===== src/rtl/fifo_pkg.sv =====
// Shared types and helpers for the FIFO controller and its CSR-facing status export.
package fifo_pkg;

    function automatic int depth_of(input int aw);
        return 1 << aw;
    endfunction

    localparam int FIFO_AWIDTH_DEF = 4;
    localparam int FIFO_DEPTH_DEF  = depth_of(FIFO_AWIDTH_DEF);

    typedef struct packed {
        logic full;
        logic empty;
        logic almost_full;
        logic almost_empty;
        logic err_ovf;
        logic err_udf;
    } fifo_status_t;

endpackage


===== src/rtl/fifo_ctrl.sv =====
// Single-clock FIFO controller that sequences an external RAM with synchronous write and combinational read.
// It owns the pointers, the occupancy count, the threshold flags and the sticky error flags.
module fifo_ctrl
    import fifo_pkg::*;
#(
    parameter int DWIDTH   = 25,
    parameter int AWIDTH   = 4,
    parameter int AF_LEVEL = 12,
    parameter int AE_LEVEL = 2
) (
    input  logic              clk,
    input  logic              rst_n,
    input  logic              flush,
    input  logic              in_valid,
    output logic              in_ready,
    input  logic [DWIDTH-1:0] in_data,
    output logic              out_valid,
    input  logic              out_ready,
    output logic [DWIDTH-1:0] out_data,
    output logic              mem_wen,
    output logic [AWIDTH-1:0] mem_waddr,
    output logic [AWIDTH-1:0] mem_raddr,
    output logic [DWIDTH-1:0] mem_wdata,
    input  logic [DWIDTH-1:0] mem_rdata,
    output logic [AWIDTH:0]   count,
    output logic              almost_full,
    output logic              almost_empty,
    output logic              err_ovf,
    output logic              err_udf
);

    localparam logic [AWIDTH:0] AF_L = (AWIDTH+1)'(AF_LEVEL);
    localparam logic [AWIDTH:0] AE_L = (AWIDTH+1)'(AE_LEVEL);

    if (AF_LEVEL < 1 || AF_LEVEL > depth_of(AWIDTH)) begin : g_bad_af
        $error("fifo_ctrl: AF_LEVEL out of range");
    end
    if (AE_LEVEL < 0 || AE_LEVEL > depth_of(AWIDTH) - 1) begin : g_bad_ae
        $error("fifo_ctrl: AE_LEVEL out of range");
    end

    // Pointers carry one extra wrap bit so full and empty can be told apart.
    logic [AWIDTH:0] wptr, rptr, count_q, count_nxt;
    logic            af_q, ae_q, ovf_q, udf_q;
    logic            push, pop;
    fifo_status_t    st;

    assign st.full         = (wptr[AWIDTH] != rptr[AWIDTH]) &&
                             (wptr[AWIDTH-1:0] == rptr[AWIDTH-1:0]);
    assign st.empty        = (wptr == rptr);
    assign st.almost_full  = af_q;
    assign st.almost_empty = ae_q;
    assign st.err_ovf      = ovf_q;
    assign st.err_udf      = udf_q;

    assign in_ready     = !st.full;
    assign out_valid    = !st.empty;
    assign push         = in_valid & in_ready;
    assign pop          = out_valid & out_ready;

    assign mem_wen      = push & !flush;
    assign mem_waddr    = wptr[AWIDTH-1:0];
    assign mem_raddr    = rptr[AWIDTH-1:0];
    assign mem_wdata    = in_data;
    assign out_data     = mem_rdata;

    assign count        = count_q;
    assign almost_full  = st.almost_full;
    assign almost_empty = st.almost_empty;
    assign err_ovf      = st.err_ovf;
    assign err_udf      = st.err_udf;

    always_comb begin
        count_nxt = count_q;
        if (push && !pop)
            count_nxt = count_q + 1'b1;
        else if (pop && !push)
            count_nxt = count_q - 1'b1;
    end

    // Threshold flags come from the next count so they line up with the registered count.
    always_ff @(posedge clk or negedge rst_n) begin
        if (!rst_n) begin
            wptr    <= '0;
            rptr    <= '0;
            count_q <= '0;
            af_q    <= 1'b0;
            ae_q    <= 1'b1;
            ovf_q   <= 1'b0;
            udf_q   <= 1'b0;
        end else if (flush) begin
            wptr    <= '0;
            rptr    <= '0;
            count_q <= '0;
            af_q    <= 1'b0;
            ae_q    <= 1'b1;
            ovf_q   <= 1'b0;
            udf_q   <= 1'b0;
        end else begin
            if (push)
                wptr <= wptr + 1'b1;
            if (pop)
                rptr <= rptr + 1'b1;
            count_q <= count_nxt;
            af_q    <= (count_nxt >= AF_L);
            ae_q    <= (count_nxt <= AE_L);
            ovf_q   <= ovf_q | (in_valid & st.full);
            udf_q   <= udf_q | (out_ready & st.empty);
        end
    end

endmodule


===== config.mk =====
export PLATFORM = sky130hd
export DESIGN_NAME = fifo_ctrl
export DESIGN_NICKNAME = d
export VERILOG_FILES = /design/src/rtl/fifo_pkg.sv /design/src/rtl/fifo_ctrl.sv
export SDC_FILE = /design/constraint.sdc
export NUM_CORES = 1
export LEC_CHECK = 0
export CAP_MARGIN = 20
export CORE_AREA = 10 10 84 86
export CTS_BUF_LIST = sky130_fd_sc_hd__clkbuf_8
export DETAILED_ROUTE_END_ITERATION = 10
export DIE_AREA = 0 0 94 96
export PLACE_DENSITY = 0.75
export SETUP_SLACK_MARGIN = 0.2
export SYNTH_ARGS = -nofsm -noshare
export SYNTH_HDL_FRONTEND = slang
export SYNTH_SLANG_ARGS = --single-unit

===== constraint.sdc =====
create_clock -name clk -period 5.54 [get_ports clk]
set_clock_uncertainty 0.15 [all_clocks]
set_input_delay 1.108 -clock clk [delete_from_list [all_inputs] [get_ports clk]]
set_output_delay 1.108 -clock clk [all_outputs]
set_load 0.005 [all_outputs]

# Yosys cells after proc, flatten, opt, wreduce, memory -nomap -nowiden
# Cells that the tools add are included.
# totals
register_bits	19
elab_cells	44
# classes
add_sub_neg	4
n_lt_le_gt_ge	2
eq_ne	3
mux	11
bitwise_logic	7
reduce_logical	10
# ops
operator	n
$mux W5	7
$add A5 B1 Y5 const B	3
$and A1 B1 Y1	5
$eq A5 B5 Y1	1
$ge A5 B4 Y1 const B	1
$le A5 B2 Y1 const B	1
$logic_not A1 Y1	5
$sub A5 B1 Y5 const B	1
$eq A4 B4 Y1	1
$mux W1	4
$reduce_bool A2 Y1	2
$logic_and A1 B1 Y1	3
$or A1 B1 Y1	2
$ne A1 B1 Y1	1

# Logic depth before layout (Yosys ltp)
# Gate-level depths: netlist (run 1).
# depth
ltp_word	10
depth_mapped	8
depth_no_buf	8

# Least setup slack after synthesis (run 1)
# No wires, ideal clock.
# synth_path
path_type	input port to output port
start	input in_valid
end	output mem_wen
arrival_ns	1.583
setup_slack_ns	2.699
cell_stages	2
path_buffers	0
cell_sequence	a21boi_2 nor2b_1
# synth_between
elab_chain_cells	2
# synth_lines
item	line	text
from (decl)	fifo_ctrl.sv:14	input logic in_valid,
$and A1 B1 Y1	fifo_ctrl.sv:58	assign push = in_valid & in_ready;
$and A1 B1 Y1	fifo_ctrl.sv:61	assign mem_wen = push & !flush;
to (decl)	fifo_ctrl.sv:20	output logic mem_wen,
# No other way between the ends.

# Worst setup path after layout (run 1)
# Same ends and word-level chain as after synthesis.

==> out/qor.csv, run 1 <==
metric;value;unit
CTS tree;yes;
Final TNS setup;0;ns
clock-pin slew of the registers on the worst-case setup and hold paths;0.07;ns
first-pass GRT wire length;5.42;mm
DP HPWL;2.40;mm
CTS root buf;clkbuf_8;
dominant cell type by area after synthesis;dfrtp_1;
Ports;125;
grt total ovfl;0;
Final Total Pwr;0.515;mW
die footprint;9020;um^2
Cell Area, Placed;1510;um^2
Leakage;0.672;nW
initial antenna violation count;0;
share of cells above drive strength 1;10.3;%
Yosys top cell area share;27.4;%
DRC violations left;0;
largest net degree at the start of global routing;22;
area of the core;5410;um^2
Avg Inst Size Synth;9.23;um^2
Max Buffers Root-to-Sink;2;
max_cap viols;0;
Critical Path Fanout Max;14;
Worst R2R Path Depth;8;
worst flop-to-flop path startpoint;count[0];
H-tree depth;1;
leading post-synthesis cells by cell area;dfrtp_1, buf_4, xor2_1, mux2i_1, nor2_1;
Cells after DPL;213;
via count;979;
flops & latches, synth;19;
outcome;finished, final reports clean;
Post-synth ARST share;100;%
total wire length;3.23;mm
synthesized cell area;1640;um^2
Worst EP required;4.28;ns
post-cts hold buffer count;0;
Die Ht;96;um
max-slew violation count;0;
final net count;205;
Non-Filler Instances;217;
Worst Setup End Kind;output port;
PwrDens;331;nW/um^2
floorplan row count;27;
Final min period;4.23;ns
Antenna Nets Post-Route;0;
Finish-stage setup viols;0;
Netlist cell types;35;
Top FF cell, synth;dfrtp_1;
Tcrit/Tclk final;76.4;%
gr usage total;7.61;%
Hold Startpoint;err_ovf;
Min-Delay Path Depth;2;
Port-buffer cells;24;
r2r setup slk;3.17;ns
vias in the first global route;1035;
post-DR vias/cell;4.51;
warnings from Yosys;0;
Peak VDD IR;0.0816;mV
Worst slew margin;43.2;%
diode count;0;
Highest Clock Rate;236;MHz
initial core utilization;30.4;%
Least-Margin Pin Slew;0.849;ns
Worst R2R End;almost_empty;
register area share after synthesis;29.0;%
hold slack;0.362;ns
Post-synth top cells;buf_4, nor2_1, dfrtp_1;
worst-skew pair later-pin latency;0.26;ns
crit path kind;input pin to output port;
hold endpoint;err_ovf;
Final Hold Viols;0;
post-cts resize count;0;
RSZ-0062 raised after global routing;false;
DR iter-0 viols;145;
top-count cell post-synth;buf_4;
Die W;94;um
post-synth net total;237;
Arr. time, crit path;2.97;ns
wire length per cell;14.9;um
crit path launch type;input pin;
Worst Hold Class;register to register;
synthesis-to-layout area growth;-5.18;%
Setup Fix Bufs, Post-CTS;0;
GPL Wtd Cong;0.773;
Clock Sinks;19;
DR pass1 iterations;4;
Final Cell Area;1560;um^2
Post-Syn Instances;178;
CTS Buf Count;3;
Post-synth EDFFs;0;
registers in the layout, summed over array words and instances (netlist names):
register / flops
almost_empty: 1
almost_full: 1
count: 5
err_ovf: 1
err_udf: 1
rptr: 5
wptr: 5
stage by stage:
stage                     utilization, %  setup slack [ns]
after floorplan                        -              2.70
after global placement              28.0              1.34
after detailed placement            28.0              1.32
after CTS                           28.8              1.31
after global routing                28.8              1.15
final                               28.8              1.31
per-layer routing:
metal	share of wire, %	track usage, %
met5	0	0
met4	2.6	4.94
met3	7.8	2.10
met2	52	13.1
met1	37	8.09
cells in the final DEF, fill, tap and decap left out:
cell type,n
a32o_1,1
xor2_1,13
o211ai_2,1
mux2i_1,8
xnor2_1,4
dfstp_2,1
a221o_1,1
or4bb_1,1
ha_1,4
or4b_2,1
a21o_2,1
nor4_2,2
inv_2,1
buf_4,2
dfrtp_1,18
nand4_1,7
clkbuf_8,3
nor4b_2,1
a31oi_1,2
and2_1,1
inv_1,4
nor2b_1,2
a21oi_1,4
nand2b_1,1
clkdlybuf4s50_1,24
a21boi_2,1
nand3b_1,2
o2111ai_1,1
o22ai_1,2
o21ai_0,1
nor2_1,20
a21boi_1,1
nand2_1,8
xor2_4,1
critical path, cell delays in order:
cell,delay [ns]
clkdlybuf4s50_1,0.75
a21boi_2,0.44
nor2b_1,0.18
clkdlybuf4s50_1,0.51
layout make-up:
type                       instances  area (um^2)
multi-input combinational         92          676
sequential                        19          477
clock inverter                     1         3.75
fill                             570         3850
clock buffer                       3         41.3
timing repair buffer              26          255
tap                               72         90.1
inverter                           4         15.0
report_power, final:
| part | switching, mW | internal [mW] |
|---|---|---|
| Sequential | 0.0289 | 0.161 |
| Clock | 0.0465 | 0.0494 |
| Combinational | 0.111 | 0.119 |
cell families (layout without fill, tap and decap cells):
logic type	Yosys count	count (layout)	share of synthesized area (%)
buf+inv	67	34	29.9
simple gates	46	46	15.2
flops	19	19	29.0
xor+xnor	18	18	10.7
compound gates	16	16	7.24
mux	8	8	4.87
fa+ha+maj	4	4	3.05
worst max path at each step:
stage	startpoint	end	cells past startpoint
finish	in_valid	mem_wen	4
CTS	in_valid	mem_wen	4
global route	in_valid	mem_wen	4
detailed placement	in_valid	mem_wen	4
floorplan	in_valid	mem_wen	2
global placement	in_valid	mem_wen	4
No activity file was read; power rests on OpenSTA's default activity.
==> inputs of run 2 (changes only) <==
==> constraint.sdc (replaced) <==
create_clock -name clk -period 4.3 [get_ports clk]
set_clock_uncertainty 0.15 [all_clocks]
set_input_delay 0.86 -clock clk [delete_from_list [all_inputs] [get_ports clk]]
set_output_delay 0.86 -clock clk [all_outputs]
set_load 0.005 [all_outputs]
==> out/qor.csv, run 2 (synthesis results as in run 1) <==
metric;value;unit
first-pass GRT wire length;5.13;mm
worst-skew pair later-pin latency;0.25;ns
floorplan row count;27;
Leakage;0.681;nW
PnR worst setup slack;0.715;ns
H-tree depth;1;
post-cts hold buffer count;0;
Internal;0.426;mW
die footprint;9020;um^2
GPL Wtd Cong;0.756;
initial antenna violation count;0;
total wire length;3.20;mm
area of the core;5410;um^2
max_cap viols;0;
wire length per cell;14.6;um
synthesis-to-layout area growth;-4.19;%
crit path launch type;input pin;
PwrDens;424;nW/um^2
RSZ-0062 raised after global routing;false;
max-slew violation count;0;
Die W;94;um
crit path kind;input pin to output port;
clock power share;19.0;%
Setup Fix Bufs, Post-CTS;0;
grt total ovfl;0;
initial core utilization;30.4;%
CTS root buf;clkbuf_8;
Final min period;3.59;ns
Worst Hold Class;register to register;
Sw Share;36.1;%
filler cell count;565;
gr usage total;6.95;%
post-layout util;29.1;%
pre-CTS setup slack;0.710;ns
post-cts resize count;0;
outcome;finished, final reports clean;
CTS Buf Count;3;
r2r setup slk;1.96;ns
Final Cell Area;1570;um^2
largest net degree at the start of global routing;21;
DR iter-0 viols;162;
diode count;0;
Flop pwr share;36.4;%
DRC violations left;0;
Final Hold Viols;0;
CTS tree;yes;
Psw;0.241;mW
Worst EP required;3.29;ns
Highest Clock Rate;279;MHz
DR pass1 iterations;4;
Tcrit/Tclk final;83.4;%
vias in the first global route;987;
DP HPWL;2.42;mm
final net count;207;
Finish-stage setup viols;0;
Max Buffers Root-to-Sink;2;
Clock Sinks;19;
hold slack;0.353;ns
Ports;125;
share of cells above drive strength 1;12.2;%
Worst Setup End Kind;output port;
Port-buffer cells;24;
Peak VDD IR;0.114;mV
Comb pwr share;44.6;%
clock-pin slew of the registers on the worst-case setup and hold paths;0.08;ns
Worst slew margin;43.2;%
Antenna Nets Post-Route;0;
Critical Path Fanout Max;14;
commonest cells after routing, fill and taps aside;clkdlybuf4s50_1, nor2_1, dfrtp_1;
Final TNS setup;0;ns
via count;980;
Arr. time, crit path;2.58;ns
Cell Area, Placed;1530;um^2
Least-Margin Pin Slew;0.850;ns
post-DR vias/cell;4.47;
Die Ht;96;um
most common cell after layout, fill and taps aside;clkdlybuf4s50_1;
## run 2: critical path, stage by stage
cell and delay, ns:
clkdlybuf4s50_1 0.46, buf_4 0.18, a21boi_2 0.38, nor2b_1 0.18, clkdlybuf4s50_1 0.51
## run 2: power groups by stage
stage	logic (mW)	registers, mW	clock network [mW]
finish	0.297	0.243	0.127
global route	0.331	0.247	0.140
CTS	0.301	0.243	0.130
detailed placement	0.299	0.246	0
global placement	0.294	0.246	0
floorplan	0.237	0.239	0
## run 2: final cells by class
cell class	count	area (um^2)	share of cell area, %
Multi-Input combinational cell	92	676	42.9
Clock buffer	3	41.3	2.62
Clock inverter	1	5.00	0.318
Inverter	4	15.0	0.954
Tap cell	72	90.1	5.72
Timing Repair Buffer	28	270	17.2
Sequential cell	19	477	30.3
## run 2: final timing paths
kind / from / end / depth (start not counted)
setup / recovery: in_valid / mem_wen / 5
hold / removal: err_ovf / err_ovf / 2
setup reg to reg: count[1] / almost_empty / 8
hold reg to reg: err_ovf / err_ovf / 2
max in group asynchronous: rst_n / count[3] / 1
min in group asynchronous: rst_n / rptr[2] / 1
## run 2: routing by layer
layer  part of all wire [%]  global-route usage (%)
met4                    3.0                    4.30
met1                     40                    7.92
met2                     49                    11.2
met3                    7.5                    2.18
met5                      0                       0
## run 2: metrics by stage
stage	instances	total power [mW]
3_3_place_gp	215	0.539
3_5_place_dp	215	0.545
6_report	219	0.667
2_1_floorplan	178	0.475
5_1_grt	219	0.718
4_1_cts	219	0.674
==> inputs of run 3 (changes only) <==
==> constraint.sdc (replaced) <==
create_clock -name clk -period 3.6 [get_ports clk]
set_clock_uncertainty 0.15 [all_clocks]
set_input_delay 0.72 -clock clk [delete_from_list [all_inputs] [get_ports clk]]
set_output_delay 0.72 -clock clk [all_outputs]
set_load 0.005 [all_outputs]
==> out/qor.csv, run 3 (synthesis results as in run 1) <==
metric;value;unit
outcome;finished, final reports clean;
RSZ-0062 raised after global routing;false;
Finish-stage setup viols;0;
DR iter-0 viols;84;
via count;1018;
crit path launch type;register;
Least-Margin Pin Slew;0.875;ns
max_cap viols;0;
pre-CTS setup slack;0.607;ns
first-pass GRT wire length;5.06;mm
grt total ovfl;0;
H-tree depth;1;
total wire length;3.15;mm
max-slew violation count;0;
Cells after DPL;216;
CTS root buf;clkbuf_8;
Max Buffers Root-to-Sink;2;
vias in the first global route;996;
clock-pin slew of the registers on the worst-case setup and hold paths;0.07;ns
gr usage total;6.92;%
post-layout util;29.2;%
PnR worst setup slack;0.456;ns
Peak VDD IR;0.165;mV
Ports;125;
Worst Hold Class;register to register;
wire length per cell;14.3;um
Final TNS setup;0;ns
Final min period;3.14;ns
largest net degree at the start of global routing;21;
DP HPWL;2.37;mm
initial antenna violation count;0;
Final Hold Viols;0;
post-cts hold buffer count;0;
crit path kind;register to output port;
Arr. time, crit path;2.27;ns
die footprint;9020;um^2
commonest cells after routing, fill and taps aside;clkdlybuf4s50_1, nor2_1, dfrtp_1;
DRC violations left;0;
floorplan row count;27;
share of cells above drive strength 1;12.2;%
CTS tree;yes;
diode count;0;
PwrDens;502;nW/um^2
CTS Buf Count;3;
Leakage;0.687;nW
Antenna Nets Post-Route;0;
GPL Wtd Cong;0.731;
initial core utilization;30.4;%
Worst EP required;2.73;ns
post-cts resize count;0;
Worst Setup End Kind;output port;
Tcrit/Tclk final;87.3;%
final net count;208;
Highest Clock Rate;318;MHz
Worst slew margin;41.5;%
worst-skew pair later-pin latency;0.26;ns
Critical Path Fanout Max;5;
Clock Sinks;19;
most common cell after layout, fill and taps aside;clkdlybuf4s50_1;
Port-buffer cells;24;
Non-Filler Instances;220;
Die W;94;um
synthesis-to-layout area growth;-3.81;%
area of the core;5410;um^2
DR pass1 iterations;5;
Setup Fix Bufs, Post-CTS;0;
Die Ht;96;um
post-DR vias/cell;4.63;
## run 3: cell types whose count changed in the layout (fill, tap and decap cells not counted)
cell,previous run,this run
buf_4,4,5
clkinv_2,1,0
inv_1,3,4
## run 3: report_power, final
| part | total [mW] | switching [mW] | internal, mW |
|---|---|---|---|
| clock | 0.148 | 0.0723 | 0.0759 |
| combinational | 0.356 | 0.172 | 0.184 |
| sequential | 0.288 | 0.0404 | 0.248 |
| total | 0.793 | 0.285 | 0.508 |
## run 3: area by class of cell
type / instances / area [um^2]
Multi-Input combinational cell: 92 / 676
Clock inverter: 1 / 3.75
Tap cell: 72 / 90.1
Sequential cell: 19 / 477
Clock buffer: 3 / 41.3
Inverter: 4 / 15.0
Timing Repair Buffer: 29 / 278
Fill cell: 583 / 3820
## run 3: path summary, 6_finish.rpt
kind,start,to,slack (ns),cells past startpoint
setup / recovery,rptr[0],out_valid,0.46,5
hold / removal,err_ovf,err_ovf,0.37,2
setup reg to reg,rptr[0],count[1],1.13,7
hold reg to reg,err_ovf,err_ovf,0.37,2
max in group asynchronous,rst_n,count[3],1.95,1
min in group asynchronous,rst_n,rptr[2],0.80,1
## run 3: critical path, stage by stage, from the launching register on
cell and delay [ns]:
dfrtp_1 0.46, xor2_1 0.19, nor4_2 0.51, and2_1 0.32
inv_2 0.08, clkdlybuf4s50_1 0.45
## run 3: routing by layer
layer	GRT usage, %	up-vias	wire length [um]
met5	0	-	0
met4	4.30	0	88
met3	2.02	10	257
met2	11.4	38	1560
met1	7.76	497	1240
li1	-	473	-
## run 3: metrics by stage
stage	power (mW)	hold slack [ns]	area (um^2)
finish	0.793	0.373	1580
CTS	0.800	0.378	1580
detailed placement	0.649	0.359	1540
global route	0.852	0.401	1580
floorplan	0.568	0.274	1640
global placement	0.643	0.329	1540
